### src/rtl/hex_mul_pkg.sv
`default_nettype none
// ============================================================================
//  Module      : hex_mul_pkg
//  Description : Shared definitions for the nibble-serial multiplier path.
//                Holds the 3-bit sequence codes seen by both the sequencer
//                and the multiplier stage, plus default operand/result
//                widths.
//  Revision    : 1.0 - initial release
// ============================================================================
package hex_mul_pkg;

   localparam int DATA_W_DEF = 8;              // operand width (only 8 supported)
   localparam int ACC_W_DEF  = 2 * DATA_W_DEF; // product / accumulator width

   // Sequence codes driven on the state bus. Code 7 is unused/illegal.
   typedef enum logic [2:0] {
      IDLE = 3'd0,
      C1   = 3'd1,
      C2   = 3'd2,
      C3   = 3'd3,
      C4   = 3'd4,
      C5   = 3'd5,
      C6   = 3'd6
   } state_t;

endpackage
`default_nettype wire

### src/rtl/hex_mul_seq_if.sv
`default_nettype none
// ============================================================================
//  Module      : hex_mul_seq_if
//  Description : Bundle between the requester / multiplier stage (master)
//                and the hex_mul_seq sequencer (slave).
//  Signals     : start, a_in, b_in  - operation request and operands
//                mul_out            - registered partial product from stage
//                busy, state        - sequencer status / sequence code
//                mul_in_1, mul_in_2 - nibble operands to multiplier stage
//                result, done       - accumulated product, 1-cycle valid
//  Revision    : 1.0 - initial release
// ============================================================================
interface hex_mul_seq_if
   import hex_mul_pkg::*;
#(
   parameter int DATA_W = DATA_W_DEF,
   parameter int ACC_W  = ACC_W_DEF
);
   logic                  start;
   logic [DATA_W-1:0]     a_in;
   logic [DATA_W-1:0]     b_in;
   logic                  busy;
   logic [2:0]            state;
   logic [DATA_W/2-1:0]   mul_in_1;
   logic [DATA_W/2-1:0]   mul_in_2;
   logic [ACC_W-1:0]      mul_out;
   logic [ACC_W-1:0]      result;
   logic                  done;

   modport master (
      output start, a_in, b_in, mul_out,
      input  busy, state, mul_in_1, mul_in_2, result, done
   );

   modport slave (
      input  start, a_in, b_in, mul_out,
      output busy, state, mul_in_1, mul_in_2, result, done
   );
endinterface
`default_nettype wire

### src/rtl/hex_mul_seq.sv
`default_nettype none
// ============================================================================
//  Module      : hex_mul_seq
//  Description : Sequencer for the nibble-serial 8x8 multiplier. Captures an
//                operand pair on start, walks C1..C6 issuing the four nibble
//                products, accumulates the stage's registered partial
//                products and pulses done with the 16-bit result.
//  Ports       : clk  - system clock, rising edge
//                rst  - asynchronous active-high reset
//                bus  - hex_mul_seq_if.slave (request, nibble drive,
//                       partial-product return, result/done)
//  Revision    : 1.0 - initial release
// ============================================================================
module hex_mul_seq
   import hex_mul_pkg::*;
#(
   parameter int DATA_W = DATA_W_DEF,
   parameter int ACC_W  = ACC_W_DEF
) (
   input  logic         clk,
   input  logic         rst,
   hex_mul_seq_if.slave bus
);

   localparam int NIB_W = DATA_W / 2;

   state_t              state_q;
   state_t              state_d;
   logic [DATA_W-1:0]   a_reg;
   logic [DATA_W-1:0]   b_reg;
   logic [ACC_W-1:0]    acc;
   logic                done_q;
   logic                accept;
   logic                acc_en;
   logic [NIB_W-1:0]    nib_1;
   logic [NIB_W-1:0]    nib_2;

   // Starts are only honoured from IDLE; anything seen while busy is dropped.
   assign accept = (state_q == IDLE) && bus.start;

   // ---------------------------------------------------------------------
   // State register
   // ---------------------------------------------------------------------
   always_ff @(posedge clk or posedge rst) begin
      if (rst) begin
         state_q <= IDLE;
      end else begin
         state_q <= state_d;
      end
   end

   // ---------------------------------------------------------------------
   // Next state, nibble drive and accumulate enable.
   // The stage returns each product one edge late, so the accumulate window
   // is shifted by one state relative to the nibble drive (C2..C5).
   // ---------------------------------------------------------------------
   always_comb begin
      state_d = IDLE;
      acc_en  = 1'b0;
      nib_1   = '0;
      nib_2   = '0;
      case (state_q)
         IDLE: state_d = bus.start ? C1 : IDLE;
         C1: begin
            state_d = C2;
            nib_1   = a_reg[NIB_W-1:0];
            nib_2   = b_reg[NIB_W-1:0];
         end
         C2: begin
            state_d = C3;
            acc_en  = 1'b1;
            nib_1   = a_reg[DATA_W-1:NIB_W];
            nib_2   = b_reg[NIB_W-1:0];
         end
         C3: begin
            state_d = C4;
            acc_en  = 1'b1;
            nib_1   = a_reg[NIB_W-1:0];
            nib_2   = b_reg[DATA_W-1:NIB_W];
         end
         C4: begin
            state_d = C5;
            acc_en  = 1'b1;
            nib_1   = a_reg[DATA_W-1:NIB_W];
            nib_2   = b_reg[DATA_W-1:NIB_W];
         end
         C5: begin
            state_d = C6;
            acc_en  = 1'b1;
         end
         C6:      state_d = IDLE;
         default: state_d = IDLE;   // illegal code 7 recovers to IDLE
      endcase
   end

   // ---------------------------------------------------------------------
   // Operand capture, accumulator and done flag.
   // 0xFF*0xFF fits in 16 bits, so no carry-out is kept.
   // ---------------------------------------------------------------------
   always_ff @(posedge clk or posedge rst) begin
      if (rst) begin
         a_reg  <= '0;
         b_reg  <= '0;
         acc    <= '0;
         done_q <= 1'b0;
      end else begin
         done_q <= (state_q == C5);
         if (accept) begin
            a_reg <= bus.a_in;
            b_reg <= bus.b_in;
            acc   <= '0;
         end else if (acc_en) begin
            acc <= acc + bus.mul_out;
         end
      end
   end

   assign bus.busy     = (state_q != IDLE);
   assign bus.state    = state_q;
   assign bus.mul_in_1 = nib_1;
   assign bus.mul_in_2 = nib_2;
   assign bus.result   = acc;
   assign bus.done     = done_q;

endmodule
`default_nettype wire

### src/flat_wrapper.sv
// flat-port wrapper written by rule: the top's interface ports become plain ports
module hex_mul_seq_flat import hex_mul_pkg::*;
#(
   parameter int DATA_W = DATA_W_DEF,
   parameter int ACC_W  = ACC_W_DEF
)
  (clk, rst, bus_start, bus_a_in, bus_b_in, bus_mul_out, bus_busy, bus_state, bus_mul_in_1, bus_mul_in_2, bus_result, bus_done);
  hex_mul_seq_if #(.DATA_W(DATA_W), .ACC_W(ACC_W)) bus_i ();
  input  logic clk;
  input  logic rst;
  input wire logic [$bits(bus_i.start)-1:0] bus_start;
  input wire logic [$bits(bus_i.a_in)-1:0] bus_a_in;
  input wire logic [$bits(bus_i.b_in)-1:0] bus_b_in;
  input wire logic [$bits(bus_i.mul_out)-1:0] bus_mul_out;
  output wire logic [$bits(bus_i.busy)-1:0] bus_busy;
  output wire logic [$bits(bus_i.state)-1:0] bus_state;
  output wire logic [$bits(bus_i.mul_in_1)-1:0] bus_mul_in_1;
  output wire logic [$bits(bus_i.mul_in_2)-1:0] bus_mul_in_2;
  output wire logic [$bits(bus_i.result)-1:0] bus_result;
  output wire logic [$bits(bus_i.done)-1:0] bus_done;
  assign bus_i.start = bus_start;
  assign bus_i.a_in = bus_a_in;
  assign bus_i.b_in = bus_b_in;
  assign bus_i.mul_out = bus_mul_out;
  assign bus_busy = bus_i.busy;
  assign bus_state = bus_i.state;
  assign bus_mul_in_1 = bus_i.mul_in_1;
  assign bus_mul_in_2 = bus_i.mul_in_2;
  assign bus_result = bus_i.result;
  assign bus_done = bus_i.done;
  hex_mul_seq #(.DATA_W(DATA_W), .ACC_W(ACC_W)) u_core (.clk(clk), .rst(rst), .bus(bus_i));
endmodule
### config.mk
export PLATFORM = sky130hd
export DESIGN_NAME = hex_mul_seq_flat
export DESIGN_NICKNAME = d
export VERILOG_FILES = /design/src/rtl/hex_mul_pkg.sv /design/src/rtl/hex_mul_seq_if.sv /design/src/rtl/hex_mul_seq.sv /design/src/flat_wrapper.sv
export SDC_FILE = /design/constraint.sdc
export NUM_CORES = 1
export LEC_CHECK = 0
export CORE_ASPECT_RATIO = 0.5
export CORE_UTILIZATION = 43
export CTS_BUF_LIST = sky130_fd_sc_hd__clkbuf_16
export DETAILED_ROUTE_END_ITERATION = 7
export PLACE_DENSITY = 0.83
export SLEW_MARGIN = 15
export SYNTH_ARGS = -nofsm -noshare
export SYNTH_HDL_FRONTEND = slang
export SYNTH_SLANG_ARGS = --single-unit
export TNS_END_PERCENT = 20
### constraint.sdc
create_clock -name clk -period 2.7 [get_ports clk]
set_input_delay 0.405 -clock clk [delete_from_list [all_inputs] [get_ports clk]]
set_output_delay 0.405 -clock clk [all_outputs]
set_load 0.01 [all_outputs]
Word level (Yosys, flattened, before mapping)
Cells that the tools add are included.
{"block": "word_totals", "input_bits": 35, "ff_bits": 36}
{"block": "op_classes", "n_reduce_logical": 9, "eq_ne": 5, "n_mux": 7, "add_sub_neg": 1}
{"op": "2-to-1 mux 16 bit", "n": 2}
{"op": "case mux 3 bit (6 select lines)", "n": 1}
{"op": "adder 16 bit", "n": 1}
{"op": "case mux 4 bit (2 select lines)", "n": 2}
{"op": "OR reduction 2 bit", "n": 4}
{"op": "equality test 3 x 2 -> 1 bit, second input constant", "n": 2}
{"op": "equality test 3 bit, second input constant", "n": 2}
{"op": "OR reduction 4 bit", "n": 1}
{"op": "equality test 3 x 1 -> 1 bit, second input constant", "n": 1}
{"op": "zero test 3 bit", "n": 1}
{"op": "nonzero test 3 bit", "n": 1}
{"op": "2-to-1 mux 1 bit", "n": 2}
{"op": "nonzero test 2 bit", "n": 1}
{"op": "logical AND 1 bit", "n": 1}

Logic depth before layout (Yosys ltp)
{"block": "depth", "depth_word": 5, "depth_mapped": 8, "ltp_nobuf": 8}

Worst setup path after synthesis
Ideal clock, no wire load.
{"block": "synth_timing", "kind": "reg-to-reg", "startpoint": "register u_core.acc[8], in the netlist u_core.bus.result[8]", "endpoint": "register u_core.acc[15], in the netlist u_core.bus.result[15]", "t_required_ps": 2621, "path_stages_with_launch": 9, "arrival_time_ps": 2052, "slack_ps": 569, "setup_time_ps": 79, "synth_period_minus_slack_ps": 2131, "path_cell_list": "dfrtp_1 > ha_1 > buf_6 > a21o_1 > a221o_1 > a221oi_2 > a21boi_1 > nor3b_2 > mux2i_1"}
{"block": "synth_via", "elab_chain_len": 3}
{"element": "from (decl)", "line_no": "hex_mul_seq.sv:31", "rtl": "logic [ACC_W-1:0] acc;"}
{"element": "from (signal assigned)", "line_no": "hex_mul_seq.sv:113", "rtl": "acc <= acc + bus.mul_out;"}
{"element": "adder 16 bit", "line_no": "hex_mul_seq.sv:113"}
{"element": "2-to-1 mux 16 bit", "line_no": "hex_mul_seq.sv:112", "rtl": "end else if (acc_en) begin"}
{"element": "2-to-1 mux 16 bit", "line_no": "hex_mul_seq.sv:108", "rtl": "if (accept) begin"}
Every way passes these cells. The select of a mux whose other input is x is not followed.
A chain may end at the register's enable or synchronous reset.

Worst setup path after layout
{"block": "layout_timing", "startpoint": "register u_core.state_q[2], in the netlist u_core.bus.state[2]", "endpoint": "output bus_mul_in_1[1]"}
{"block": "layout_via", "elab_chain_len": 3}
{"element": "from (decl)", "line_no": "hex_mul_seq.sv:27", "rtl": "state_t state_q;"}
{"element": "from (signal assigned)", "line_no": "hex_mul_seq.sv:48", "rtl": "state_q <= state_d;"}
{"element": "equality test 3 x 2 -> 1 bit, or another cell as far along", "line_no": "hex_mul_seq.sv:62", "rtl": "case (state_q)"}
{"element": "OR reduction 2 bit (no source line)"}
{"element": "case mux 4 bit (2 select lines) *", "line_no": "hex_mul_seq.sv:62"}
{"element": "to (decl)", "line_no": "flat_wrapper.sv:17", "rtl": "output wire logic [$bits(bus_i.mul_in_1)-1:0] bus_mul_in_1;"}
Mark *: on every way between the ends. The rest lies on a longest branch, timed or not.

==> metrics.txt <==
die area=roughly 5700 um2; WL final=roughly 5500 um; Via-to-Cell Ratio=approximately 5.4; cell count after synthesis=roughly 240; Synth Net Count=286; post-synth cell types=44; I/O Buffers=63; final setup TNS=0 ns; max reg flops=16; non-filler cells, final=about 370; Area growth, synth to finish=37.9%; clk sinks=36; WP data arrival=around 2.1 ns; fraction of the mapped netlist area in adder cells=under 10%; worst hold path depth=1; Mean Syn Cell Area=between 9 and 10 um2; most frequent cells in the layout=63 x clkdlybuf4s50_1, 35 x dfrtp_1, 19 x nand3_1, 19 x mux2_2, 18 x o21ai_0; RSZ-0062 raised after global routing=false; I/O Pins=64; Critical Path Fanout Max=13; FMAX=about 0.4 GHz; XOR/XNOR Fraction of Synth Area=slightly below 5%; worst-skew pair later-pin latency=0.28 ns; sequential share of the synthesized area=39.3%; final hold violation count=0; DR vias=2001; fillers=~420; Starting Density=45.7%; largest area contributor in the netlist=dfrtp_1; most common cell after layout, fill and taps aside=clkdlybuf4s50_1; mapped cell area=2290 um2; peak supply drop=between 0.0005 and 0.0006 V; YS warnings=0; Die Ht=between 50 and 60 um; clk root buf=clkbuf_16; max-cap violation count=0; antenna-violating nets left=0; CP Launch Type=flop; Period Utilization, post-route=92.4%; Max Slew Vio Count=0; vias in the first global route=between 1500 and 2000; clk_skew=between 0.0015 and 0.002 ns; layout cells sized above 1=13.0%; leak pwr=0.00134 uW; Compound-Gate Fraction of Synth Area=a little under a fifth; critical path type=reg -> out; GP Congestion=0.897; Worst EP required=around 2.3 ns; multi-input logic area=~1300 um2; # setup viols final=0; drc violations=0; dpl cell area=2990 um2; deepest clock path buffer count=2; hold_sp=u_core.bus.result[15]$_DFFE_PP0P_; Reg2Reg Setup Slack=roughly 0.40 ns; GRT Util Overall=about a fifth; worst r2r src=u_core.bus.result[0]$_DFFE_PP0P_; Final Cell Area=~3200 um2; WL/cell=roughly 15 um; hold endpoint=u_core.bus.result[15]$_DFFE_PP0P_; first-pass GRT wire length=about 8900 um; initial antenna violation count=0; Tmin final=2.50 ns; status=finished, final reports clean; share of the synthesized area in the top cell type=39.3%; simple-gate share of the synthesized area=around 13%; Worst-Margin Slew=between 0.7 and 0.8 ns; FP Rows=18; largest net degree at the start of global routing=37; CTS tree=yes; drt pass-1 iters=4; detailed-placement wirelength estimate=around 3900 um; multiplexer area fraction after synthesis=between 10% and 20%; htree depth=2; grt ovf=0; Pwr Density=1300 nW/um2; Sequential Area=902 um2; Setup crit end kind=primary output; reg-to-reg endpoint=u_core.bus.result[12]$_DFFE_PP0P_; post-CTS setup buffer count=0; largest family of logic cells by synthesized area=compound AO/OA/AOI/OAI gates; Die Span X=~110 um; n_diodes=0; DRT iter0 DRCs=34; number of synthesized register bits=36; synth top area cells=dfrtp_1 39%, mux2_2 9.3%, ha_1 8.2%; CORE AREA=between 5000 and 6000 um2; cell count of the worst reg-to-reg path=8; Num CTS Buffers=5; max_slew headroom=approximately half; Hold Path Class=reg -> reg; Clock transition at path regs=0.06 ns; NumNets Final=between 300 and 400; cell count after placement=about 360
==> cell usage after synthesis (all sizes together) <==
cell type / instances
a22o: 3
nor3: 3
a22oi: 5
and2: 2
o211ai: 3
nand2: 17
buf: 6
nor2: 8
o211a: 1
nand3b: 1
a221o: 1
xor2: 7
clkbuf: 8
ha: 15
a2111oi: 1
or2: 1
o21ai: 27
nor2b: 4
a221oi: 1
nor3b: 2
a21oi: 12
nand4: 1
o21a: 1
inv: 7
o21bai: 1
a21o: 3
fa: 1
xnor2: 6
mux2i: 1
a41oi: 1
nor4b: 1
a211oi: 3
nand3: 19
a31oi: 2
a21boi: 2
mux2: 21
a2bb2oi: 1
dfrtp: 36
==> cell type report <==
cell class,count,area share [%]
clock buffers,5,3.95
clock inverters,3,1.23
inverters,7,0.830
multi-input cells,178,41.1
flip-flops and latches,36,28.5
well taps,70,2.77
repair buffers,70,21.6
==> power by group <==
group          internal, uW  switching [uW]  total (uW)
Combinational          1240            1150        2390
Clock                   431             230         660
Sequential              821             246        1070
==> logic make-up after synthesis <==
family | after synthesis
compound gates | 68
mux | 22
xor+xnor | 13
fa+ha+maj | 16
flops | 36
buf+inv | 21
simple gates | 59
==> how the worst max path moves through the flow <==
stage / cells after the start / start / slack (ns) / to
3_3_place_gp: 9 / bus_mul_out[0] / 0.12 / u_core.bus.result[12]$_DFFE_PP0P_
2_1_floorplan: 8 / u_core.bus.result[8]$_DFFE_PP0P_ / 0.57 / u_core.bus.result[15]$_DFFE_PP0P_
5_1_grt: 5 / u_core.bus.state[1]$_DFF_PP0_ / 0.09 / bus_mul_in_2[1]
6_report: 5 / u_core.bus.state[2]$_DFF_PP0_ / 0.20 / bus_mul_in_1[1]
4_1_cts: 5 / u_core.bus.state[1]$_DFF_PP0_ / 0.08 / bus_mul_in_2[1]
3_5_place_dp: 9 / bus_mul_out[0] / 0.08 / u_core.bus.result[12]$_DFFE_PP0P_
==> what timing repair did <==
item,4_1_cts,5_1_grt
endpoints found under the setup margin,0,6
hold buffers,0,0
resized for setup,0,2
==> per-stage QoR <==
| stage | worst slack [ns] | utilization, % | hold slack, ns | total power, uW |
|---|---|---|---|---|
| detailed placement | 0.0758 | 59.6 | 0.472 | 3430 |
| global route | 0.0926 | 63.0 | 0.505 | 4430 |
| CTS | 0.0825 | 62.9 | 0.482 | 4130 |
| global placement | 0.119 | 59.6 | 0.468 | 3350 |
| finish | 0.204 | 63.0 | 0.477 | 4120 |
| floorplan | 0.569 | - | 0.465 | 2580 |
==> metal layers <==
metal	track usage, %	up-vias	part of all wire [%]
li1	-	988	-
met1	24.1	944	45
met2	37.4	57	49
met3	4.72	12	4.7
met4	8.22	0	1.6
met5	0	-	0
==> critical path, stage by stage, from the launching register on <==
cell and delay [ns]:
dfrtp_1 0.57, nor2b_1 0.34, nor2_4 0.05, nor2_1 0.17, a22o_1 0.15, clkdlybuf4s50_1 0.53
Note: power is estimated with default switching activity, not from simulation.
